--- src/rtl/pdm_modulator.sv ---
// PCM-to-PDM transmitter: zero-order-holds 16-bit PCM samples for 2^OSR_LOG2 PDM bits
// and converts them into a 1-bit stream with a saturating second-order sigma-delta loop.
`timescale 1ns/1ps
module pdm_modulator #(
    parameter int CLK_DIV  = 32,
    parameter int OSR_LOG2 = 6
) (
    input  logic        clk_i,
    input  logic        rst_i,
    input  logic        en_i,
    input  logic [15:0] s_tdata_i,
    input  logic        s_tvalid_i,
    output logic        s_tready_o,
    output logic        pdm_clk_o,
    output logic        pdm_data_o,
    output logic        pdm_sd_o,
    output logic        fs_o,
    output logic        underrun_o
);
    localparam int DIV_W = $clog2(CLK_DIV);

    logic [DIV_W-1:0]    div_q, div_d;
    logic [OSR_LOG2-1:0] bit_q, bit_d;
    logic signed [15:0]  cur_q, cur_d;
    logic [15:0]         nxt_q, nxt_d;
    logic                nxt_v_q, nxt_v_d;
    logic signed [19:0]  i1_q, i1_d;
    logic signed [23:0]  i2_q, i2_d;
    logic                y_q, y_d;
    logic                pclk_q, pclk_d;
    logic                fs_q, fs_d;
    logic                ur_q, ur_d;
    logic                sd_q;

    logic                tick, boundary, accept;
    logic signed [15:0]  cur_sh;
    logic signed [16:0]  xs;
    logic signed [21:0]  fb22, sum1;
    logic signed [25:0]  fb26, sum2;
    logic signed [19:0]  i1_n;
    logic signed [23:0]  i2_n;

    function automatic logic signed [19:0] sat20(input logic signed [21:0] v);
        if (v > 22'sd524287)
            return 20'sh7FFFF;
        else if (v < -22'sd524288)
            return 20'sh80000;
        else
            return v[19:0];
    endfunction

    function automatic logic signed [23:0] sat24(input logic signed [25:0] v);
        if (v > 26'sd8388607)
            return 24'sh7FFFFF;
        else if (v < -26'sd8388608)
            return 24'sh800000;
        else
            return v[23:0];
    endfunction

    // Ready is forced low while reset is held so every output reads 0 during reset.
    assign s_tready_o = en_i & ~nxt_v_q & rst_i;
    assign accept     = s_tvalid_i & s_tready_o;
    assign tick       = en_i && (div_q == DIV_W'(CLK_DIV - 1));
    assign boundary   = tick && (bit_q == '1);

    // Loop input is 0.75*cur so the integrators stay bounded at full-scale input.
    assign cur_sh = cur_q >>> 2;
    assign xs     = {cur_q[15], cur_q} - {cur_sh[15], cur_sh};
    assign fb22   = y_q ? 22'sd32768 : -22'sd32768;
    assign fb26   = y_q ? 26'sd32768 : -26'sd32768;
    assign sum1   = {{2{i1_q[19]}}, i1_q} + {{5{xs[16]}}, xs} - fb22;
    assign i1_n   = sat20(sum1);
    assign sum2   = {{2{i2_q[23]}}, i2_q} + {{6{i1_n[19]}}, i1_n} - fb26;
    assign i2_n   = sat24(sum2);

    always_comb begin
        div_d   = div_q;
        bit_d   = bit_q;
        cur_d   = cur_q;
        nxt_d   = nxt_q;
        nxt_v_d = nxt_v_q;
        i1_d    = i1_q;
        i2_d    = i2_q;
        y_d     = y_q;
        fs_d    = 1'b0;
        ur_d    = 1'b0;
        if (!en_i) begin
            div_d   = '0;
            bit_d   = '0;
            cur_d   = '0;
            nxt_v_d = 1'b0;
            i1_d    = '0;
            i2_d    = '0;
            y_d     = 1'b0;
        end else begin
            div_d = tick ? '0 : div_q + DIV_W'(1);
            if (tick) begin
                bit_d = bit_q + OSR_LOG2'(1);
                i1_d  = i1_n;
                i2_d  = i2_n;
                y_d   = ~i2_n[23];
            end
            if (boundary) begin
                fs_d = 1'b1;
                if (nxt_v_q) begin
                    cur_d   = nxt_q;
                    nxt_v_d = 1'b0;
                end else begin
                    ur_d = 1'b1;
                end
            end
            if (accept) begin
                nxt_d   = s_tdata_i;
                nxt_v_d = 1'b1;
            end
        end
        pclk_d = (div_d >= DIV_W'(CLK_DIV / 2));
    end

    always_ff @(posedge clk_i or negedge rst_i) begin
        if (!rst_i) begin
            div_q   <= '0;
            bit_q   <= '0;
            cur_q   <= '0;
            nxt_q   <= '0;
            nxt_v_q <= 1'b0;
            i1_q    <= '0;
            i2_q    <= '0;
            y_q     <= 1'b0;
            pclk_q  <= 1'b0;
            fs_q    <= 1'b0;
            ur_q    <= 1'b0;
            sd_q    <= 1'b0;
        end else begin
            div_q   <= div_d;
            bit_q   <= bit_d;
            cur_q   <= cur_d;
            nxt_q   <= nxt_d;
            nxt_v_q <= nxt_v_d;
            i1_q    <= i1_d;
            i2_q    <= i2_d;
            y_q     <= y_d;
            pclk_q  <= pclk_d;
            fs_q    <= fs_d;
            ur_q    <= ur_d;
            sd_q    <= en_i;
        end
    end

    assign pdm_clk_o  = pclk_q;
    assign pdm_data_o = y_q;
    assign pdm_sd_o   = sd_q;
    assign fs_o       = fs_q;
    assign underrun_o = ur_q;

endmodule

--- config.mk ---
export PLATFORM = sky130hd
export DESIGN_NAME = pdm_modulator
export DESIGN_NICKNAME = d
export VERILOG_FILES = /design/src/rtl/pdm_modulator.sv
export SDC_FILE = /design/constraint.sdc
export NUM_CORES = 1
export LEC_CHECK = 0
export ABC_AREA = 1
export CAP_MARGIN = 20
export CORE_MARGIN = 2
export CORE_UTILIZATION = 30
export CTS_CLUSTER_DIAMETER = 60
export CTS_CLUSTER_SIZE = 10
export DETAILED_ROUTE_END_ITERATION = 10
export PLACE_DENSITY = 0.56
export SYNTH_ARGS = -nofsm -noshare
export SYNTH_HDL_FRONTEND = slang
export SYNTH_SLANG_ARGS = --single-unit
--- constraint.sdc ---
create_clock -name clk_i -period 11.75 [get_ports clk_i]
set_input_delay 2.35 -clock clk_i [delete_from_list [all_inputs] [get_ports clk_i]]
set_output_delay 2.35 -clock clk_i [all_outputs]
set_load 0.02 [all_outputs]
* Yosys cells after proc, flatten, opt, wreduce, memory -nomap -nowiden
Cells that the tools add are included.
** Operators by class
- Add/subtract/negate cells :: 7
- $lt $le $gt $ge :: 5
- Equal/unequal tests :: 6
- Muxes and demuxes :: 27
- Bitwise operators :: 5
- Reductions and logical operators :: 4
** Operators by type and width (number)
- 2-to-1 mux 24 bit :: 4
- 2-to-1 mux 20 bit :: 4
- 2-to-1 mux 16 bit :: 3
- greater-than comparator 26 x 24 -> 1 bit, second input constant :: 1
- less-than comparator 26 x 24 -> 1 bit, second input constant :: 1
- 2-to-1 mux 26 bit :: 1
- subtractor 26 bit :: 1
- adder 24 x 20 -> 25 bit :: 1
- greater-than comparator 22 x 20 -> 1 bit, second input constant :: 1
- less-than comparator 22 x 20 -> 1 bit, second input constant :: 1
- 2-to-1 mux 22 bit :: 1
- subtractor 22 bit :: 1
- adder 20 x 17 -> 21 bit :: 1
- subtractor 16 x 14 -> 17 bit :: 1
- 2-to-1 mux 6 bit :: 2
- 2-to-1 mux 1 bit :: 10
- 2-to-1 mux 5 bit :: 2
- adder 6 x 1 -> 6 bit, second input constant :: 1
- equality test 6 bit, second input constant :: 1
- inequality test 2 x 1 -> 1 bit, second input constant :: 3
- adder 5 x 1 -> 5 bit, second input constant :: 1
- equality test 5 bit, second input constant :: 1
- greater-or-equal comparator 5 bit, second input constant :: 1
- AND reduction 2 bit :: 2
- 4 further kinds :: 8
** Word-level totals
- Bits in registers :: 93
- Output and inout port bits :: 6
- Logic and storage cells :: 66

* Longest topological paths before layout
- Word-level depth :: 14
- Mapped depth :: 55
- Depth with buffers taken out :: 53

* Worst setup path after synthesis
No wires, ideal clock.
- Path type :: register to register
- Start :: reg cur_q[5]
- End :: reg i2_q[8]
- Arrival time :: 7020 ps
- Slack :: 4601 ps
- Stages on the path, launching flop included :: 49
- Period minus slack after synthesis :: 7149 ps
- Cell sequence :: dfrtp_1 -> inv_1 -> fa_1 -> ha_1 -> a21oi_1 -> nand2_1 -> a21oi_1 -> inv_1 -> nand2_1 -> nand2_1 -> nand2_1 -> nand2_1 -> a21boi_1 -> o21ai_0 -> xor2_1 -> ha_1 -> inv_1 -> o21bai_2 -> [... 13 more ...] -> a21oi_1 -> o21bai_1 -> a21oi_1 -> xnor2_1 -> fa_1 -> nand3_1 -> nand2_1 -> nand4_1 -> nand2_1 -> nand2_1 -> nand2_1 -> o21ai_0 -> nor2_1 -> inv_1 -> nand2_2 -> buf_6 -> nand2_1 -> nand3_1
** Between the ends
- Longest elaborated chain between the ends :: 13
** Ends and longest elaborated chain
- start, declared :: RTL line 24 : logic signed [15:0] cur_q, cur_d;
- start signal, assigned :: RTL line 138 : cur_q <= cur_d;
- subtractor 16 x 14 -> 17 bit (*) :: RTL line 69 : assign xs = {cur_q[15], cur_q} - {cur_sh[15], cur_sh};
- adder 20 x 17 -> 21 bit (*) :: RTL line 72 : assign sum1 = {{2{i1_q[19]}}, i1_q} + {{5{xs[16]}}, xs} - fb22;
- subtractor 22 bit (*) :: RTL line 72
- less-than comparator 22 x 20 -> 1 bit :: RTL line 46 : else if (v < -22'sd524288)
- 2-to-1 mux 20 bit :: RTL line 46
- 2-to-1 mux 20 bit (*) :: RTL line 44 : if (v > 22'sd524287)
- adder 24 x 20 -> 25 bit (*) :: RTL line 74 : assign sum2 = {{2{i2_q[23]}}, i2_q} + {{6{i1_n[19]}}, i1_n} - fb26;
- subtractor 26 bit (*) :: RTL line 74
- less-than comparator 26 x 24 -> 1 bit :: RTL line 55 : else if (v < -26'sd8388608)
- 2-to-1 mux 24 bit :: RTL line 55
- 2-to-1 mux 24 bit (*) :: RTL line 53 : if (v > 26'sd8388607)
- 2-to-1 mux 24 bit (*) :: RTL line 98 : if (tick) begin
- 2-to-1 mux 24 bit (*) :: RTL line 88 : if (!en_i) begin
- end signal, assigned :: RTL line 142 : i2_q <= i2_d;
- end, declared :: RTL line 28 : logic signed [23:0] i2_q, i2_d;
Mark *: on every way between the ends. The rest lies on a longest branch, timed or not. The select of a mux whose other input is x is not followed.
A chain may end at the register's enable or synchronous reset.

* Worst setup path in the final report
- Start :: reg cur_q[5]
- End :: reg i2_q[22]
Same word-level chain as after synthesis.

==> key figures <==
Final layout
  – Finished Core Util: 0.339
  – Commonest non-fill, non-tap cell in the layout: nand2_1
  – Most frequent cells in the layout: nand2_1, inv_1, dfrtp_1
  – Final non-filler cell total: 1,253
  – Proportion of layout cells with a drive suffix above 1: 0.0835
  – Area growth syn-to-layout: 12.0%
  – Final net count: 1,029
  – Antenna cells: 0

Timing
  – Rel. slew slack: 0.391
  – RSZ-0062 raised after global routing: false
  – Setup_tns: 0 ns
  – Minimum clock period: 8.45 ns
  – Final Hold Fails: 0
  – Max Clock Skew: 0.00708 ns
  – Final setup viols: 0
  – Max Freq: 0.118 GHz
  – Slew Viols, Final: 0
  – Setup ws final: 3.30 ns
  – Tightest Pin Transition: 0.913 ns
  – Final Cycle Share: 0.720

Synth
  – Post-Synthesis Cells: 907
  – Most used DFF post-synth: dfrtp_1
  – Post-synth cell types: 41
  – Avg Cell Area, Syn: 7.80 um^2
  – Sequential share of the synthesized area: 0.325
  – Seq cells post-synth: 92
  – YS warnings: 0
  – Post-Syn Area: 7070 um^2
  – Synth top area cells: dfrtp_1, nand2_1, ha_1, inv_1, fa_1
  – Async SR Flop Fraction: 1.00
  – Synth top area share: 0.325
  – Post-synth EDFFs: 0
  – Largest area contributor in the netlist: dfrtp_1
  – Mapped Nets: 1,007

Setup path
  – Crit Path Category: register to register
  – Worst reg2reg path depth: 47
  – R2R Setup Slk: 3.30 ns
  – CP most frequent cell: nand2_1
  – Worst-path maximum fanout: 23
  – Slowest cell on the critical path: fa_1
  – Reg2reg start: cur_q[5]
  – CP Data Arrival Time: 8.74 ns
  – CP startpoint kind: register
  – Worst setup path end: i2_q[22]
  – RR Endpoint: i2_q[22]
  – Worst Setup SP: cur_q[5]
  – Setup crit end kind: register
  – Required time of the worst setup path: 12.03 ns
  – Largest stage delay on the critical path: 0.44 ns

GRT
  – Largest net degree at the start of global routing: 65
  – Initial antenna violation count: 0
  – Grt ovf: 0
  – Global Route Usage Sum: 0.135
  – First-pass GRT wire length: 26,900 um
  – Vias in the first global route: 5,537

Drt
  – DRT iter0 DRCs: 386
  – TritonRoute pass-1 iters: 5
  – Drt via density: 4.54
  – DRC errors left: 0
  – DR WL/cell: 12.3 um
  – Detail Route Antenna Nets: 0
  – DR vias: 5,687
  – Final WL: 15,400 um

Power
  – Overall power: 0.00203 W
  – Worst vdd ir: 95.7 uV
  – Sw Ratio: 0.507
  – Static Leak: 4.17 nW
  – Comb pwr share: 0.679
  – Switch Pwr: 0.00103 W
  – Seq pwr share: 0.175
  – Pwr dens: 256 nW/um^2
  – Clock power share: 0.146
  – Internal power: 0.00100 W

Clock tree
  – Post-cts sizing count: 0
  – TritonCTS clock tree: yes
  – Post-CTS Setup Inserts: 0
  – Skew-Pair Late Insertion Delay: 0.35 ns
  – Cts hold-fix bufs: 0
  – Longest Clk Path Bufs: 2
  – H-tree levels: 3
  – Worst-path clk slew: 0.07 ns
  – Sinks on the clock net: 92
  – CTS Buf Count: 9
  – Clock root cell: clkbuf_16

Run status
  – Status: finished, final reports clean

Min path
  – Hold Crit Start: div_q[0]
  – HP Class: register to register

Floorplanning
  – Row count: 56
  – Die Ht: 158 um
  – Chip width: 158 um
  – Top-level I/O count: 26
  – Core ar.: 23,300 um^2
  – Initial core utilization: 0.303
  – Die ar.: 24,800 um^2

Placement
  – Post-DP HPWL: 11,600 um
  – Gpl congestion: 0.828
  – Dpl cells: 1,236
  – Port Buf Inserts: 25
  – Worst slack, placed: 3.28 ns

Flow run
  – Max-Cap Viols: 0
[per-stage QoR]
stage	hold WS, ns	cell area [um^2]
global placement	0.453	7600
detailed placement	0.459	7600
global route	0.501	7920
floorplan	0.432	7070
CTS	0.474	7890
finish	0.466	7920
[synthesized netlist by cell type (4+ instances only)]
library cell	count
fa_1	18
nand2_2	32
nand2_1	250
xnor2_1	15
nor2_1	39
mux2_2	16
nor3_1	14
nand3_1	59
ha_1	62
buf_6	5
a21oi_1	51
inv_1	128
dfrtp_1	92
clkbuf_1	6
xor2_1	30
o21bai_1	4
o21ai_0	41
[layout make-up]
cell class | count | area (um^2)
Inverter | 130 | 488
Clock buffer | 11 | 233
Tap cell | 319 | 399
Timing Repair Buffer | 27 | 283
Multi-Input combinational cell | 669 | 4150
Clock inverter | 5 | 61.3
Fill cell | 2471 | 15400
Sequential cell | 92 | 2300
[power by group through the flow]
stage          Combinational [W]  Sequential [W]  Clock (W)
2_1_floorplan            0.00114        0.000358          0
3_3_place_gp             0.00139        0.000361          0
3_5_place_dp             0.00138        0.000362          0
4_1_cts                  0.00139        0.000356   0.000306
5_1_grt                  0.00158        0.000359   0.000318
6_report                 0.00138        0.000355   0.000297
[logic make-up (layout without fill, tap and decap cells)]
family | count (synthesis) | after routing | synth area share
flops | 92 | 92 | 0.325
compound gates | 114 | 114 | 0.0883
mux | 16 | 16 | 0.0255
buf+inv | 146 | 173 | 0.0884
xor+xnor | 45 | 45 | 0.0557
fa+ha+maj | 80 | 80 | 0.161
simple gates | 414 | 414 | 0.256
[registers in the layout, summed over array words and instances, names as in the netlist]
signal      count
div_q           5
underrun_o      1
i1_q           20
nxt_q          16
pdm_data_o      1
cur_q          16
bit_q           6
fs_o            1
pdm_sd_o        1
nxt_v_q         1
i2_q           24
[routing by layer]
| layer | vias to the layer above | global-route usage | share of wire |
|---|---|---|---|
| met4 | 0 | 0.0459 | 0.018 |
| met5 | - | 0 | 0 |
| li1 | 2947 | - | - |
| met3 | 14 | 0.0171 | 0.022 |
| met2 | 70 | 0.222 | 0.46 |
| met1 | 2656 | 0.183 | 0.50 |
[critical path: cells and delay by family (launching register included)]
kind	cells	cell delay (ns)
compound gates	12	2.38
xor+xnor	2	0.32
fa+ha+maj	6	2.03
buf+inv	6	0.66
flops	1	0.36
simple gates	21	2.63
[worst min path at each step]
stage,endpoint,cells after the start
finish,div_q[0],1
global route,div_q[0],1
CTS,div_q[0],1
detailed placement,div_q[0],1
global placement,div_q[0],1
floorplan,div_q[0],1
(Power assumes the default switching activity.)
